### config.mk
export PLATFORM = sky130hd
export DESIGN_NAME = rifl_rst_seq
export DESIGN_NICKNAME = d
export VERILOG_FILES = /design/src/rtl/rifl_rst_pkg.sv /design/src/rtl/rifl_rst_seq.sv
export SDC_FILE = /design/constraint.sdc
export NUM_CORES = 1
export LEC_CHECK = 0
export CORE_MARGIN = 8
export CORE_UTILIZATION = 60
export DETAILED_ROUTE_END_ITERATION = 12
export HOLD_SLACK_MARGIN = 0.12
export PLACE_DENSITY = 0.92
export SKIP_LAST_GASP = 1
export SYNTH_ARGS = -nofsm -noshare
export SYNTH_HDL_FRONTEND = slang
export SYNTH_SLANG_ARGS = --single-unit
### constraint.sdc
create_clock -name clk -period 6.35 [get_ports clk]
set_clock_uncertainty 0.15 [all_clocks]
set_input_delay 1.27 -clock clk [delete_from_list [all_inputs] [get_ports clk]]
set_output_delay 1.27 -clock clk [all_outputs]
set_load 0.02 [all_outputs]
### src/rtl/rifl_rst_pkg.sv
// -----------------------------------------------------------------------------
// rifl_rst_pkg
// Shared types and constants for the RIFL lane reset sequencer.
//   rifl_rst_state_t : sequencer state encoding
//   RIFL_RETRY_W     : width of the saturating timeout counter
//   rifl_max3        : elaboration-time helper used to size the cycle counter
// -----------------------------------------------------------------------------
package rifl_rst_pkg;

  typedef enum logic [2:0] {
    ST_RESET_GT  = 3'd0,
    ST_WAIT_LOCK = 3'd1,
    ST_SETTLE    = 3'd2,
    ST_RUN       = 3'd3,
    ST_FAIL      = 3'd4
  } rifl_rst_state_t;

  localparam int RIFL_RETRY_W = 8;

  function automatic int rifl_max3(input int a, input int b, input int c);
    int m;
    m = (a > b) ? a : b;
    return (m > c) ? m : c;
  endfunction

endpackage

### src/rtl/rifl_rst_seq.sv
// -----------------------------------------------------------------------------
// rifl_rst_seq
// Power-up / recovery reset sequencer for one RIFL lane (init clock domain).
// Holds the GT in reset, waits (with timeout) for PLL lock and TX/RX
// reset-done, waits a settle interval, then releases the frame reset. Loss of
// lock/ready in RUN, or a software request, restarts the sequence.
//
// Ports:
//   clk          in   init clock
//   rst_n        in   asynchronous active-low reset
//   sw_rst       in   software reset request (level, synchronous to clk)
//   gt_pll_lock  in   GT PLL lock (already synchronized to clk)
//   gt_tx_ready  in   GT TX reset-done (already synchronized to clk)
//   gt_rx_ready  in   GT RX reset-done (already synchronized to clk)
//   gt_rst       out  active-high GT reset request
//   rst          out  active-high frame-domain reset request
//   link_ready   out  high only in RUN
//   fail         out  sticky failure flag
//   retry_cnt    out  number of lock timeouts, saturating at 255
//
// Optional feature: define RIFL_RST_SEQ_RETRY_LIMIT_EN to park the sequencer
// in FAIL once more than MAX_RETRY timeouts have occurred. Without it the
// sequencer retries forever and fail is tied low.
// -----------------------------------------------------------------------------
module rifl_rst_seq
  import rifl_rst_pkg::*;
#(
  parameter int HOLD_CYCLES   = 128,
  parameter int LOCK_TIMEOUT  = 65536,
  parameter int SETTLE_CYCLES = 64,
  parameter int MAX_RETRY     = 7
) (
  input  logic                    clk,
  input  logic                    rst_n,
  input  logic                    sw_rst,
  input  logic                    gt_pll_lock,
  input  logic                    gt_tx_ready,
  input  logic                    gt_rx_ready,
  output logic                    gt_rst,
  output logic                    rst,
  output logic                    link_ready,
  output logic                    fail,
  output logic [RIFL_RETRY_W-1:0] retry_cnt
);

  localparam int CNT_W = $clog2(rifl_max3(HOLD_CYCLES, LOCK_TIMEOUT, SETTLE_CYCLES)) + 1;

  localparam logic [CNT_W-1:0] HOLD_LAST    = CNT_W'(HOLD_CYCLES - 1);
  localparam logic [CNT_W-1:0] TIMEOUT_LAST = CNT_W'(LOCK_TIMEOUT - 1);
  localparam logic [CNT_W-1:0] SETTLE_LAST  = CNT_W'(SETTLE_CYCLES - 1);
  localparam logic [RIFL_RETRY_W-1:0] RETRY_LIMIT = RIFL_RETRY_W'(MAX_RETRY);

`ifdef RIFL_RST_SEQ_RETRY_LIMIT_EN
  localparam bit LIMIT_EN = 1'b1;
`else
  localparam bit LIMIT_EN = 1'b0;
`endif

  rifl_rst_state_t         state_q, state_d;
  logic [CNT_W-1:0]        cnt_q, cnt_d;
  logic [RIFL_RETRY_W-1:0] retry_q, retry_d, retry_inc;
  logic                    gt_rst_q, gt_rst_d;
  logic                    rst_q, rst_d;
  logic                    link_ready_q, link_ready_d;
  logic                    fail_q, fail_d;
  logic                    all_ok;

  assign all_ok = gt_pll_lock & gt_tx_ready & gt_rx_ready;

  // Saturating increment: retry_cnt sticks at 255 instead of wrapping.
  assign retry_inc = (retry_q == '1) ? retry_q : retry_q + 1'b1;

  // NOTE: every signal assigned in this block gets a default first, so no
  // path leaves a value unassigned and no latch is inferred.
  always_comb begin
    state_d = state_q;
    cnt_d   = cnt_q + 1'b1;
    retry_d = retry_q;

    if (sw_rst) begin
      // Software request outranks everything except rst_n; holding it high
      // keeps the counter pinned at zero, extending the GT reset hold.
      state_d = ST_RESET_GT;
      cnt_d   = '0;
      retry_d = '0;
    end else begin
      unique case (state_q)
        ST_RESET_GT: begin
          if (cnt_q == HOLD_LAST) begin
            state_d = ST_WAIT_LOCK;
            cnt_d   = '0;
          end
        end
        ST_WAIT_LOCK: begin
          // Timeout outranks a simultaneous all_ok.
          if (cnt_q == TIMEOUT_LAST) begin
            retry_d = retry_inc;
            state_d = (LIMIT_EN && (retry_q >= RETRY_LIMIT)) ? ST_FAIL : ST_RESET_GT;
            cnt_d   = '0;
          end else if (all_ok) begin
            state_d = ST_SETTLE;
            cnt_d   = '0;
          end
        end
        ST_SETTLE: begin
          // A drop restarts the lock wait with a fresh timeout window.
          if (!all_ok) begin
            state_d = ST_WAIT_LOCK;
            cnt_d   = '0;
          end else if (cnt_q == SETTLE_LAST) begin
            state_d = ST_RUN;
            cnt_d   = '0;
          end
        end
        ST_RUN: begin
          cnt_d = cnt_q;
          if (!all_ok) begin
            state_d = ST_RESET_GT;
            cnt_d   = '0;
          end
        end
        ST_FAIL: begin
          cnt_d = cnt_q;
        end
        default: begin
          state_d = ST_RESET_GT;
          cnt_d   = '0;
        end
      endcase
    end

    // Outputs are decoded from the next state so they register on the same
    // edge as the state itself.
    gt_rst_d     = (state_d == ST_RESET_GT);
    rst_d        = (state_d != ST_RUN);
    link_ready_d = (state_d == ST_RUN);
`ifdef RIFL_RST_SEQ_RETRY_LIMIT_EN
    fail_d       = (state_d == ST_FAIL);
`else
    fail_d       = 1'b0;
`endif
  end

  // NOTE: sequential state uses non-blocking assignments so every flop samples
  // the pre-edge values, independent of statement order.
  always_ff @(posedge clk or negedge rst_n) begin
    if (!rst_n) begin
      state_q      <= ST_RESET_GT;
      cnt_q        <= '0;
      retry_q      <= '0;
      gt_rst_q     <= 1'b1;
      rst_q        <= 1'b1;
      link_ready_q <= 1'b0;
      fail_q       <= 1'b0;
    end else begin
      state_q      <= state_d;
      cnt_q        <= cnt_d;
      retry_q      <= retry_d;
      gt_rst_q     <= gt_rst_d;
      rst_q        <= rst_d;
      link_ready_q <= link_ready_d;
      fail_q       <= fail_d;
    end
  end

  assign gt_rst     = gt_rst_q;
  assign rst        = rst_q;
  assign link_ready = link_ready_q;
  assign fail       = fail_q;
  assign retry_cnt  = retry_q;

endmodule

==> metrics.cfg <==
[floorplanning]
initial_core_util=0.6361
fp.coreArea_mm2=0.002781
die_area_mm2=0.004942
num_io_pins=18
fp-row-count=19
die_w_um=70.30
fp.dieH_um=70.30

[placement]
hpwl_um=2827
gp_congestion=0.8768
dp_slack_ns=2.341
io_buffers=16

[cts]
postCtsResizedCells=0
clock-root-buffer=clkbuf_4
clk_latency_ns=0.33
cts.clk_slew.worst_paths_ns=0.08
htreeDepth=2
post_cts_buffers=0
cts_hold_buffers=0
clockBufferDepth=2
cts_buffers=5
cts_tree=done
clkSinkCount=31

[timing]
finalSetupViolations=0
min_period_ns=3.692
worst_slew_pin_slew_ns=1.167
maxSlewHeadroom=0.2201
timing.final.crit_share=0.5815
setup_tns_ns=0
fin_ws_ns=2.658
hold_violations=0
fin_hold_ws_ns=0.3943
max_clock_freq_mhz=270.8
report.final.slew_viol_count=0
rsz0062_at_grt=false

[routing]
ant_nets=0
wire_per_inst_um=16.45
wl_met3_um=216
routed-via-count=1540
routed.top_layer=met4
drt_iter0_markers=165
drt-met1-wl_um=1743
finalWirelength_um=3947
viasPerCell=6.417
drt_first_pass_iters=5
wl_met2_um=1921
drcViolationCount=0

[global_route]
grt_usage=0.1628
antenna_found_initial=0
grt_pass1_vias=1533
grt_max_degree=32
grt_overflow=0
grt_pass1_wl_um=6658

[worst_hold_path]
hp-class=flip-flop to flip-flop
holdCritStartpoint=cnt_q[16]

[critical_path]
start_kind=input port
endpoint_kind=flip-flop
crit_fanout=19
crit_arrival_ns=3.78
critical_path_class=input port to flip-flop
required_ns=6.43
reg2reg_from=cnt_q[0]
setup.worst_path.start=sw_rst

[synth]
synthesis.nets=201
ys_ff_latch=31
yosys_warnings=0
syn_avg_cell_area_um2=9.215
synth_cells=192
synth.cell_area_mm2=0.001769
synthFlopType=dfrtp_1
synth_cell_types=46
synth_edf_count=0
ys_seq_area_frac=0.4399
synthArstFlopShare=1.000

[pwr]
p_leak_uw=0.0008302
ir_drop_v=0.0002051
p_per_area_mw_per_mm2=173.5

[layout]
drive_above_1_share=0.07656
regArea_um2=778.2
utilization=0.7224
nets=217
multi_input_area_um2=925.9
synthToLayoutAreaGrowth_pct=13.58
num_antenna_cells=0
nFillCells=202

[run_status]
status=complete, no violations

[flow_run]
maxCapViolations=0

==> area by class of cell <==
type                            instances  share of cell area
Clock buffer                            8             0.03425
Sequential cell                        31              0.3873
Multi-Input combinational cell        145              0.4608
Timing Repair Buffer                   17             0.08344
Tap cell                               31             0.01930
Inverter                                8             0.01494
==> Yosys cell counts, types with 2 or more instances <==
master | instances | area share
dfstp_2 | 2 | 0.030
xnor2_1 | 3 | 0.015
or2_2 | 2 | 0.0071
a31oi_1 | 7 | 0.025
o21a_1 | 2 | 0.0085
nor3_1 | 5 | 0.014
nand2_1 | 20 | 0.042
nor2b_1 | 3 | 0.011
dfrtp_1 | 29 | 0.41
mux2i_1 | 3 | 0.017
nand3_1 | 12 | 0.034
nor2_1 | 19 | 0.040
and3_1 | 6 | 0.021
o211ai_1 | 4 | 0.017
o2111ai_1 | 2 | 0.0099
ha_1 | 3 | 0.021
inv_1 | 8 | 0.017
a32o_1 | 2 | 0.011
nand4_1 | 7 | 0.025
clkbuf_1 | 6 | 0.013
nand4bb_1 | 3 | 0.019
o21ai_0 | 13 | 0.037
xor2_1 | 8 | 0.040
==> cells in the final DEF (no fill, tap or decap), drive strengths merged, types with 6 or more instances in the layout <==
cell	n
xor2	8
nand2	20
nand4	7
and3	6
dfrtp	29
clkdlybuf4s50	16
a31oi	7
o21ai	13
nor2	19
clkbuf	8
nand3	12
inv	8
==> kinds of logic after synthesis <==
family,count (synthesis),synth area share
DFF,31,0.4399
adders and majority gates,3,0.02122
buffers and inverters,16,0.03677
other,1,0.002120
muxes,3,0.01697
AOI/OAI and AO/OA,40,0.1676
and+or+nand+nor,87,0.2610
xor gates and xnor gates,11,0.05446
==> critical path, cell delays in order <==
cell and delay [ns]:
clkdlybuf4s50_1 0.72, nor2_1 0.29, a21boi_1 0.96, nand2_1 0.26, o21ai_0 0.27
==> per-stage QoR <==
stage / std cells / cell area, um2 / total power (uW)
final: 240 / 2009 / 348.6
after global routing: 240 / 2009 / 361.0
after CTS: 240 / 2009 / 351.3
after detailed placement: 232 / 1941 / 224.0
after global placement: 232 / 1941 / 223.0
after floorplan: 192 / 1769 / 214.7
==> sequential cells by signal (all words and copies together) (netlist names) <==
name	flops
gt_rst	1
rst	1
retry_cnt	8
state_q	3
link_ready	1
cnt_q	17
==> metal layers <==
layer,GRT usage,vias to the layer above
li1,-,729
met1,0.1923,746
met2,0.2545,57
met3,0.05085,8
met4,0.09152,0
met5,0,-
==> where the power goes <==
group | internal (uW) | switching, uW
Combinational | 7.04 | 11.7
Sequential | 199 | 2.42
Clock | 65.1 | 63.5
Total | 271 | 77.6
==> worst paths after layout <==
check                      slack [ns]  cells past startpoint         to
hold reg to reg                  0.39                      2  cnt_q[16]
setup reg to reg                 2.77                      9   cnt_q[9]
setup / recovery                 2.66                      5   cnt_q[9]
min in group asynchronous        1.16                      2   cnt_q[8]
hold / removal                   0.39                      2  cnt_q[16]
max in group asynchronous        4.57                      2        rst
(Power assumes the default switching activity.)
